<file path="src/rtl/debounce_sync_pair.sv">
// Two-channel input conditioner: 2-flop synchroniser plus stable-count debouncer per channel.
// Define DEBOUNCE_EDGE_EN to add registered one-cycle rise/fall pulses per channel.
module debounce_sync_pair #(
    parameter  int unsigned STABLE_CYCLES = 4,
    localparam int unsigned CNT_W         = $clog2(STABLE_CYCLES + 1)
) (
    input  logic clk,
    input  logic rst,
    input  logic a_raw,
    input  logic b_raw,
    output logic a,
    output logic b
`ifdef DEBOUNCE_EDGE_EN
    ,
    output logic a_rise,
    output logic a_fall,
    output logic b_rise,
    output logic b_fall
`endif
);

    localparam logic [CNT_W-1:0] CNT_LAST = CNT_W'(STABLE_CYCLES - 1);

    // Channel index 0 is A, 1 is B; the channels never interact.
    logic [1:0]       raw;
    logic [1:0]       s1_q;
    logic [1:0]       s2_q;
    logic [1:0]       clean_q;
    logic [1:0]       clean_d;
    logic [CNT_W-1:0] cnt_q [2];
    logic [CNT_W-1:0] cnt_d [2];

    assign raw = {b_raw, a_raw};

    always_comb begin
        // NOTE: every variable gets a default before any branch, so no latch can be inferred.
        clean_d = clean_q;
        for (int ch = 0; ch < 2; ch++) begin
            cnt_d[ch] = '0;
            if (s2_q[ch] == clean_q[ch]) begin
                cnt_d[ch] = '0;
            end else if (cnt_q[ch] == CNT_LAST) begin
                clean_d[ch] = s2_q[ch];
            end else begin
                cnt_d[ch] = cnt_q[ch] + CNT_W'(1);
            end
        end
    end

    always_ff @(posedge clk) begin
        // NOTE: non-blocking updates make every flop sample pre-edge values, so s1->s2 is a true two-stage pipe.
        if (rst) begin
            s1_q     <= '0;
            s2_q     <= '0;
            clean_q  <= '0;
            cnt_q[0] <= '0;
            cnt_q[1] <= '0;
        end else begin
            s1_q     <= raw;
            s2_q     <= s1_q;
            clean_q  <= clean_d;
            cnt_q[0] <= cnt_d[0];
            cnt_q[1] <= cnt_d[1];
        end
    end

    assign a = clean_q[0];
    assign b = clean_q[1];

`ifdef DEBOUNCE_EDGE_EN
    logic [1:0] rise_q;
    logic [1:0] fall_q;

    // Pulses are registered on the same edge the clean level changes.
    always_ff @(posedge clk) begin
        if (rst) begin
            rise_q <= '0;
            fall_q <= '0;
        end else begin
            rise_q <= clean_d & ~clean_q;
            fall_q <= ~clean_d & clean_q;
        end
    end

    assign a_rise = rise_q[0];
    assign a_fall = fall_q[0];
    assign b_rise = rise_q[1];
    assign b_fall = fall_q[1];
`endif

endmodule

</file>
<file path="config.mk">
export PLATFORM = sky130hd
export DESIGN_NAME = debounce_sync_pair
export DESIGN_NICKNAME = d
export VERILOG_FILES = /design/src/rtl/debounce_sync_pair.sv
export SDC_FILE = /design/constraint.sdc
export NUM_CORES = 1
export LEC_CHECK = 0
export CELL_PAD_IN_SITES_DETAIL_PLACEMENT = 1
export CELL_PAD_IN_SITES_GLOBAL_PLACEMENT = 1
export CORE_AREA = 2 2 39 41
export DETAILED_ROUTE_END_ITERATION = 6
export DIE_AREA = 0 0 41 43
export MAX_ROUTING_LAYER = met4
export PLACE_DENSITY = 0.67
export SLEW_MARGIN = 20
export SYNTH_ARGS = -nofsm -noshare
export SYNTH_HDL_FRONTEND = slang
export SYNTH_SLANG_ARGS = --single-unit
</file>
<file path="constraint.sdc">
create_clock -name clk -period 2.38 [get_ports clk]
set_clock_uncertainty 0.2 [all_clocks]
set_input_delay 0.476 -clock clk [delete_from_list [all_inputs] [get_ports clk]]
set_output_delay 0.476 -clock clk [all_outputs]
set_load 0.01 [all_outputs]
</file>
==> results.md <==
* Status: finished, final reports clean
* Worst IR drop on VDD at 0.0002805 V
* Slew Viols, Final at 0
* Initial Util at 32.10%
* 1st-iter DRT viols at 0
* Crit path time final at 1.858 ns
* Total design power at 0.0003793 W
* Netlist Area Pre-Place at 444.2 um2
* N_diodes at 0
* Synth Register Bits at 12
* Die Y at 43 um
* Buffer levels on the longest clock path at 2
* Vias per cell at 4.559
* Largest net degree at the start of global routing at 13
* Slew margin rel. at 73.02%
* Drt pass-1 iters at 1
* Dpl cells at 55
* Number of sinks on the clock net at 12
* Final Cycle Share at 78.06%
* CTS buffer count at 3
* Mapped Cells at 35
* Fin nets at 52
* Clk_lat worst skew at 0.27 ns
* Leak Pwr at 0.2058 nW
* Layout cell share with drive strength beyond 1 at 23.26%
* Max Freq at 538.2 MHz
* Crit Path Class: register to output port
* Worst path arrival time at 1.18 ns
* Final global-route overflow total at 0
* Yosys warning count at 0
* Post-synthesis sequential area ratio at 54.08%
* HPWL after detailed placement at 520.6 um
* CTS tree: yes
* # DRC at 0
* PostCTS Resize Cnt at 0
* Antenna violations before repair at 0
* Netlist cell types at 10
* I/O pins at 6
* Routed WL at 630 um
* CP required at 1.70 ns
* Vias post-DR at 269
* Num rows at 14
* First-pass GRT wire length at 1.062 mm
* Area Overhead vs Synth at 21.41%
* Most frequent cells in the layout: 12 x dfxtp_1, 5 x clkdlybuf4s50_1, 4 x and2b_2, 4 x nor4_1, 4 x ha_1
* Setup violators final at 0
* Syn nets at 43
* DR WL/cell at 10.68 um
* Clock root buffer: clkbuf_4
* Critical Path Sink Type: output port
* Commonest non-fill, non-tap cell in the layout: dfxtp_1
* ANT nets after route at 0
* Setup bufs post-CTS at 0
* Gpl congestion at 0.6538
* Fin. Hold Viols at 0
* Max H-tree Level at 1
* Min-Delay Path Class: register to register
* CP Launch Type: register
* Worst Tran Pin Value at 0.4034 ns
* Util after Layout at 38.97%
* RSZ-0062 raised after global routing: false
* Hold Buf Count CTS at 0
* Fin cells at 59
* Total track usage at 9.667%
* Final TNS setup at 0 ns
* Vias in the first global route at 281
* Max-cap viol count at 0
* Crit path max fanout at 3
* Avg Cell Area, Syn at 12.69 um2
* Crit-path cells: clkdlybuf4s50_1
* # port buffers at 5
* Max incr delay on CP at 0.55 ns
* Die area at 1763 um2
* CTS clk-pin slew, worst paths at 0.07 ns
* Slowest CP cell: clkdlybuf4s50_1
* Die width at 41 um
* CP Buf/Inv Count at 1
* Core Box Area at 1384 um2
* Delay-heaviest family, CP: buffers and inverters
* Power per cell area at 703.4 nW/um2
* Fill count at 157
-- registers in the layout, summed over array words and instances (netlist names) --
register	flops
s1_q	2
s2_q	2
cnt_q	6
clean_q	2
-- cell families after synthesis --
group                    count (synthesis)  share of synthesized area (%)
AND/OR/NAND/NOR                         12                          21.97
flip-flops                              12                          54.08
adder cells (fa/ha/maj)                  4                          11.27
buffers and inverters                    3                          4.226
XOR/XNOR                                 2                          3.944
multiplexers                             2                          4.507
-- layer usage --
metal	share of wire (%)	GRT usage, %	vias to the layer above
li1	-	-	137
met5	0	-	-
met2	53	14.69	6
met4	3.0	8.000	0
met1	41	9.302	124
met3	3.7	3.141	2
-- synth_stat cells (all sizes together) --
master	number	area (um2)
mux2i	2	20.02
ha	4	50.05
and2b	4	35.03
xnor2	2	17.52
nor4	4	25.02
buf	1	11.26
nor2	2	7.510
nor4b	2	30.03
dfxtp	12	240.2
inv	2	7.510
-- layout make-up --
class	count	area [um2]	share of cell area [%]
inverters	2	7.507	1.392
flip-flops and latches	12	240.2	44.55
clock buffers	4	36.28	6.729
well taps	16	20.02	3.712
multi-input cells	20	185.2	34.34
repair buffers	5	50.05	9.281
-- power by group --
part	internal, W	switching [W]
logic	0.00000883	0.00000558
clock network	0.0000929	0.0000653
registers	0.000205	0.00000189
-- path summary, 6_finish.rpt --
kind	depth (start not counted)	from	endpoint	slack (ns)
min	1	cnt_q[0][0]	cnt_q[0][0]	0.24
max reg2reg	4	cnt_q[0][0]	clean_q[0]	1.04
max	1	clean_q[1]	b	0.52
min reg2reg	1	cnt_q[0][0]	cnt_q[0][0]	0.24
-- metrics by stage --
stage	hold WS (ns)	worst slack, ns	cell area [um2]
after detailed placement	0.2338	0.6033	503.0
after CTS	0.2441	0.5021	539.3
final	0.2429	0.5221	539.3
after global placement	0.2183	0.6389	503.0
after global routing	0.2649	0.4699	539.3
after floorplan	0.2053	1.127	444.2
No activity file was read; power rests on OpenSTA's default activity.
